`src/rtl/fft_pkg.sv`:
```
// Shared constants, sample type, read FSM state type and bit-reverse helper
// for the FFT output reorder stage.
package fft_pkg;

    localparam int unsigned LANES  = 16;
    localparam int unsigned BEATS  = 4;
    localparam int unsigned DATA_W = 11;
    localparam int unsigned N      = LANES * BEATS;
    localparam int unsigned LOG2N  = 6;

    typedef logic signed [DATA_W-1:0] sample_t;

    typedef enum logic {
        StIdle,
        StDrain
    } rd_state_e;

    function automatic logic [LOG2N-1:0] bitrev6(input logic [LOG2N-1:0] n);
        logic [LOG2N-1:0] r;
        r = '0;
        for (int i = 0; i < int'(LOG2N); i++) begin
            r[i] = n[LOG2N-1-i];
        end
        return r;
    endfunction

endpackage

```
`src/rtl/fft_bitrev_bank.sv`:
```
// One 64-entry re/im register bank: 16-lane write of one beat per cycle,
// full parallel read view of all entries.
module fft_bitrev_bank
    import fft_pkg::*;
(
    input  logic     clk,
    input  logic     i_we,
    input  logic [1:0] i_wbeat,
    input  sample_t  i_wr_re [LANES],
    input  sample_t  i_wr_im [LANES],
    output sample_t  o_rd_re [N],
    output sample_t  o_rd_im [N]
);

    sample_t r_mem_re [N];
    sample_t r_mem_im [N];

    // Contents are deliberately not reset; a frame is always fully written before being read.
    always_ff @(posedge clk) begin
        if (i_we) begin
            for (int l = 0; l < int'(LANES); l++) begin
                r_mem_re[{i_wbeat, 4'(l)}] <= i_wr_re[l];
                r_mem_im[{i_wbeat, 4'(l)}] <= i_wr_im[l];
            end
        end
    end

    assign o_rd_re = r_mem_re;
    assign o_rd_im = r_mem_im;

endmodule

```
`src/rtl/fft_bitrev_reorder.sv`:
```
// Bit-reversed to natural-order reorder of 64-point, 16-lane frames using a
// ping-pong register store and a one-frame-at-a-time drain FSM.
module fft_bitrev_reorder
    import fft_pkg::*;
(
    input  logic    clk,
    input  logic    rstn,
    input  logic    valid_in,
    input  sample_t din_re [LANES],
    input  sample_t din_im [LANES],
    output sample_t dout_re [LANES],
    output sample_t dout_im [LANES],
    output logic    valid_out,
    output logic    sop,
    output logic    eop
);

    logic [1:0] r_wbeat;
    logic       r_wbank;
    logic       w_rd_req;

    rd_state_e  r_state, w_state_d;
    logic       r_rbank, w_rbank_d;
    logic [1:0] r_rbeat, w_rbeat_d;
    logic       w_out_en;

    sample_t w_ping_re [N];
    sample_t w_ping_im [N];
    sample_t w_pong_re [N];
    sample_t w_pong_im [N];
    sample_t w_sel_re [LANES];
    sample_t w_sel_im [LANES];

    sample_t r_dout_re [LANES];
    sample_t r_dout_im [LANES];
    logic    r_valid, r_sop, r_eop;

    assign w_rd_req = valid_in && (r_wbeat == 2'd3);

    always_ff @(posedge clk or negedge rstn) begin
        if (!rstn) begin
            r_wbeat <= '0;
            r_wbank <= 1'b0;
        end else if (valid_in) begin
            r_wbeat <= r_wbeat + 2'd1;
            if (r_wbeat == 2'd3) begin
                r_wbank <= ~r_wbank;
            end
        end
    end

    fft_bitrev_bank u_bank_ping (
        .clk     (clk),
        .i_we    (valid_in && !r_wbank),
        .i_wbeat (r_wbeat),
        .i_wr_re (din_re),
        .i_wr_im (din_im),
        .o_rd_re (w_ping_re),
        .o_rd_im (w_ping_im)
    );

    fft_bitrev_bank u_bank_pong (
        .clk     (clk),
        .i_we    (valid_in && r_wbank),
        .i_wbeat (r_wbeat),
        .i_wr_re (din_re),
        .i_wr_im (din_im),
        .o_rd_re (w_pong_re),
        .o_rd_im (w_pong_im)
    );

    always_ff @(posedge clk or negedge rstn) begin
        if (!rstn) begin
            r_state <= StIdle;
            r_rbank <= 1'b0;
            r_rbeat <= '0;
        end else begin
            r_state <= w_state_d;
            r_rbank <= w_rbank_d;
            r_rbeat <= w_rbeat_d;
        end
    end

    // r_wbank still names the bank being completed in the cycle w_rd_req is high.
    always_comb begin
        w_state_d = r_state;
        w_rbank_d = r_rbank;
        w_rbeat_d = r_rbeat;
        w_out_en  = 1'b0;
        unique case (r_state)
            StIdle: begin
                if (w_rd_req) begin
                    w_state_d = StDrain;
                    w_rbank_d = r_wbank;
                    w_rbeat_d = '0;
                end
            end
            StDrain: begin
                w_out_en = 1'b1;
                if (r_rbeat == 2'd3) begin
                    if (w_rd_req) begin
                        w_rbank_d = r_wbank;
                        w_rbeat_d = '0;
                    end else begin
                        w_state_d = StIdle;
                    end
                end else begin
                    w_rbeat_d = r_rbeat + 2'd1;
                end
            end
            default: w_state_d = StIdle;
        endcase
    end

    always_comb begin
        for (int l = 0; l < int'(LANES); l++) begin
            w_sel_re[l] = r_rbank ? w_pong_re[bitrev6({r_rbeat, 4'(l)})]
                                  : w_ping_re[bitrev6({r_rbeat, 4'(l)})];
            w_sel_im[l] = r_rbank ? w_pong_im[bitrev6({r_rbeat, 4'(l)})]
                                  : w_ping_im[bitrev6({r_rbeat, 4'(l)})];
        end
    end

    always_ff @(posedge clk or negedge rstn) begin
        if (!rstn) begin
            r_valid <= 1'b0;
            r_sop   <= 1'b0;
            r_eop   <= 1'b0;
            for (int l = 0; l < int'(LANES); l++) begin
                r_dout_re[l] <= '0;
                r_dout_im[l] <= '0;
            end
        end else begin
            r_valid <= w_out_en;
            r_sop   <= w_out_en && (r_rbeat == 2'd0);
            r_eop   <= w_out_en && (r_rbeat == 2'd3);
            if (w_out_en) begin
                r_dout_re <= w_sel_re;
                r_dout_im <= w_sel_im;
            end
        end
    end

    assign dout_re   = r_dout_re;
    assign dout_im   = r_dout_im;
    assign valid_out = r_valid;
    assign sop       = r_sop;
    assign eop       = r_eop;

endmodule
```
`config.mk`:
```
export PLATFORM = sky130hd
export DESIGN_NAME = fft_bitrev_reorder
export DESIGN_NICKNAME = d
export VERILOG_FILES = /design/src/rtl/fft_pkg.sv /design/src/rtl/fft_bitrev_bank.sv /design/src/rtl/fft_bitrev_reorder.sv
export SDC_FILE = /design/constraint.sdc
export NUM_CORES = 2
export LEC_CHECK = 0
export CAP_MARGIN = 25
export CORE_MARGIN = 3
export CORE_UTILIZATION = 68
export CTS_BUF_LIST = sky130_fd_sc_hd__clkbuf_8 sky130_fd_sc_hd__clkbuf_16
export CTS_CLUSTER_SIZE = 10
export DETAILED_ROUTE_END_ITERATION = 16
export DONT_BUFFER_PORTS = 1
export PLACE_DENSITY = 0.86
export SYNTH_ARGS = -nofsm -noshare
export SYNTH_HDL_FRONTEND = slang
export SYNTH_SLANG_ARGS = --single-unit
```
`constraint.sdc`:
```
create_clock -name clk -period 34.2 [get_ports clk]
set_input_delay 3.42 -clock clk [delete_from_list [all_inputs] [get_ports clk]]
set_output_delay 3.42 -clock clk [all_outputs]
set_load 0.05 [all_outputs]
```
==> out/metrics.cfg <==
[outcome]
outcome = finished with violations
violations = max-slew violations

[sta]
least_margin_pin_slew_ns = 1.60
setup_viol_count_final = 0
fin_hold_ws_ns = 0.539
timing_hold_violations_final = 0
final.setup.worst_slack_ns = 28.29
finalMaxSlewViolations = 71
timing.setup.tns_ns = 0
finalCritPeriodShare = 0.173
timing.final.crit_period_ns = 5.91
rsz0062_at_grt = no
clock-skew-final_ns = 0.102
max_clock_freq_mhz = 169
worst_slew_margin_rel = -0.0677

[layout]
mostFrequentLayoutCell = edfxtp_1
final_core_util = 0.755
fin_cells = 9067
most-common-layout-cells = 2816 x edfxtp_1, 704 x mux2i_1, 579 x mux2_2, 375 x clkbuf_16, 358 x dfrtp_1
fraction_of_final_layout_cells_with_drive_strength_greater_than_1 = 0.173
fin_area_um2 = 133000
area_growth_syn_to_layout_pct = 10.2
nets = 6818
fillCellCount = 8633

[hold_path]
hold_end = r_wbeat[0]$_DFFE_PN0P_
timing.hold.worst.class = flop to flop
number_of_instances_on_the_worst_hold_path = 1
hold_path.startpoint = r_wbeat[0]$_DFFE_PN0P_

[setup_path]
timing.critical_path.to_type = flop
reg2reg_depth = 7
worstReg2RegStart = r_state$_DFF_PN0_
regToRegEndpoint = dout_im[131]$_DFFE_PN0P_
worst-path-max-fanout = 71
r2r_setup_slack_ns = 28.73
crit_required_ns = 34.73
criticalPathCategory = primary input to flop
cp_data_arrival_time_ns = 6.44
crit_path_start_kind = primary input

[grt]
groute.layer.met3.usage = 0.0875
met1_usage = 0.407
grt_util_all_layers = 0.330
wire_length_of_the_first_global_routing_pass_mm = 440
globalRoute.busiestLayer = met2
first_global_vias = 66197
groute.layer.met2.usage = 0.533
grt_overflow_total = 0
initial_antenna_violation_count = 12
grt_max_degree = 363

[synth]
ys_dominant_reg_cell = edfxtp_1
mappedNetlistNets = 6752
synth_area_per_cell_um2 = 18.9
postSynth.asyncResetShare = 0.114
ys_warn_count = 0
ys_ff_latch = 3178
synth_enable_flop_cells = 2816
syn_area_um2 = 121000
netlist_instances = 6391
synth_cell_type_count = 33
synth.yosys.seq_area_share = 0.774

[floorplanning]
floorplan.die.height_um = 428
rows = 154
start_util = 0.685
io_pins = 710
dieWidth_um = 428
core-area_um2 = 176000
dieArea_um2 = 183000

[placement]
placed_cells_incl_taps = 8412
hpwl_mm = 158
numPortBuffers = 0
gp_routability_congestion = 0.806
placedInstanceArea_um2 = 122000
post-place-ws_ns = 27.35

[clock_tree]
cts_resized = 0
number_of_buffers_created_by_cts = 369
cts-hold-fix-buffers = 0
cts_tree = done
max_root_sink_buffers = 4
clock_sink_count = 3178
cts_root_buffer = clkbuf_16
postCtsSetupBuffers = 0
cts.clk_slew.worst_paths_ns = 0.05
cts_h_tree_depth = 5
worstSkewPairLatency_ns = 0.99

[route]
detailedRoute.firstPassIterationCount = 6
drt-wirelength-per-cell_um = 33.7
ant_nets = 0
drt_iter0_drc = 7780
via_count = 64011
drc_errors = 0
wirelength_mm = 305
post_drt_via_cell_ratio = 7.06

[power]
power_per_standard_cell_area_nw_per_um2 = 94.9
vdd_drop_max_v = 0.0000802
static_leakage_power_nw = 45.7
design_power_total_mw = 12.6

[run]
cap_violations = 0

## cell families (layout without fill, tap and decap cells)
group | Yosys count | count (layout) | share of synthesized area
mux | 1346 | 1346 | 0.124
flops | 3178 | 3178 | 0.774
xor+xnor | 2 | 2 | 0.000145
buf+inv | 398 | 727 | 0.0191
simple gates | 465 | 465 | 0.0180
compound gates | 996 | 996 | 0.0641
other cells | 0 | 7 | 0
fa+ha+maj | 6 | 6 | 0.000621
## report_power, final
| group | leakage [nW] | total, mW | switching (mW) | internal (mW) |
|---|---|---|---|---|
| clock network | 6.00 | 3.43 | 1.47 | 1.96 |
| registers | 29.9 | 6.26 | 1.27 | 4.99 |
| logic | 9.82 | 2.95 | 1.80 | 1.15 |
## area by class of cell
type	instances	area, µm²	area share
Timing Repair Buffer	88	1140	0.00858
Tap cell	2340	2930	0.0220
Antenna cell	7	17.5	0.000131
Multi-Input combinational cell	2815	25100	0.188
Sequential cell	3178	93600	0.703
Inverter	5	26.3	0.000197
Clock buffer	377	9410	0.0706
Clock inverter	257	1010	0.00760
## routing by layer
layer | vias up | routed length (µm)
met1 | 32780 | 104000
met5 | - | 41
met4 | 6 | 18300
met2 | 4555 | 150000
li1 | 25733 | -
met3 | 937 | 32500
## Yosys cell counts, types with 2 or more instances
library cell | count | area share
buf_2 | 88 | 0.0036
o31ai_1 | 263 | 0.016
a22o_1 | 289 | 0.021
and2_1 | 93 | 0.0048
nand2b_1 | 3 | 0.00016
buf_8 | 15 | 0.0019
buf_4 | 55 | 0.0034
edfxtp_1 | 2816 | 0.70
mux4_2 | 63 | 0.012
o22ai_1 | 289 | 0.015
nor2_1 | 2 | 0.000062
and3_1 | 4 | 0.00021
buf_6 | 42 | 0.0039
dfrtp_1 | 362 | 0.075
clkbuf_1 | 171 | 0.0053
inv_1 | 5 | 0.00016
nand2_1 | 293 | 0.0091
mux2i_1 | 704 | 0.058
nor2b_1 | 67 | 0.0035
clkbuf_4 | 2 | 0.00012
mux2_2 | 579 | 0.054
buf_1 | 19 | 0.00059
o221ai_1 | 63 | 0.0046
o21ai_0 | 3 | 0.00012
ha_1 | 6 | 0.00062
o22a_1 | 63 | 0.0046
o31ai_2 | 26 | 0.0027
## registers in the layout, indices dropped and copies added, names as in the netlist
name / flops
u_bank_ping.o_rd_im: 704
sop: 1
dout_im: 176
u_bank_pong.o_rd_re: 704
valid_out: 1
r_wbank: 1
r_rbank: 1
r_state: 1
dout_re: 176
u_bank_ping.o_rd_re: 704
u_bank_pong.o_rd_im: 704
r_wbeat: 2
eop: 1
r_rbeat: 2
## how the worst max path moves through the flow
stage	start	endpoint	slack, ns	cells past startpoint
6_report	valid_in	u_bank_ping.o_rd_im[387]$_DFFE_PP_	28.29	4
5_1_grt	valid_in	u_bank_ping.o_rd_im[387]$_DFFE_PP_	28.19	4
4_1_cts	valid_in	u_bank_ping.o_rd_re[436]$_DFFE_PP_	28.34	4
3_5_place_dp	valid_in	u_bank_ping.o_rd_re[396]$_DFFE_PP_	27.35	4
3_3_place_gp	valid_in	u_bank_ping.o_rd_re[422]$_DFFE_PP_	27.53	4
2_1_floorplan	valid_in	u_bank_ping.o_rd_im[0]$_DFFE_PP_	14.75	3
## worst max-delay path, stage by stage
cell	delay, ns
nor2b_1	0.20
and2_4	0.76
buf_4	0.92
buf_4	0.88
(Power assumes the default switching activity.)
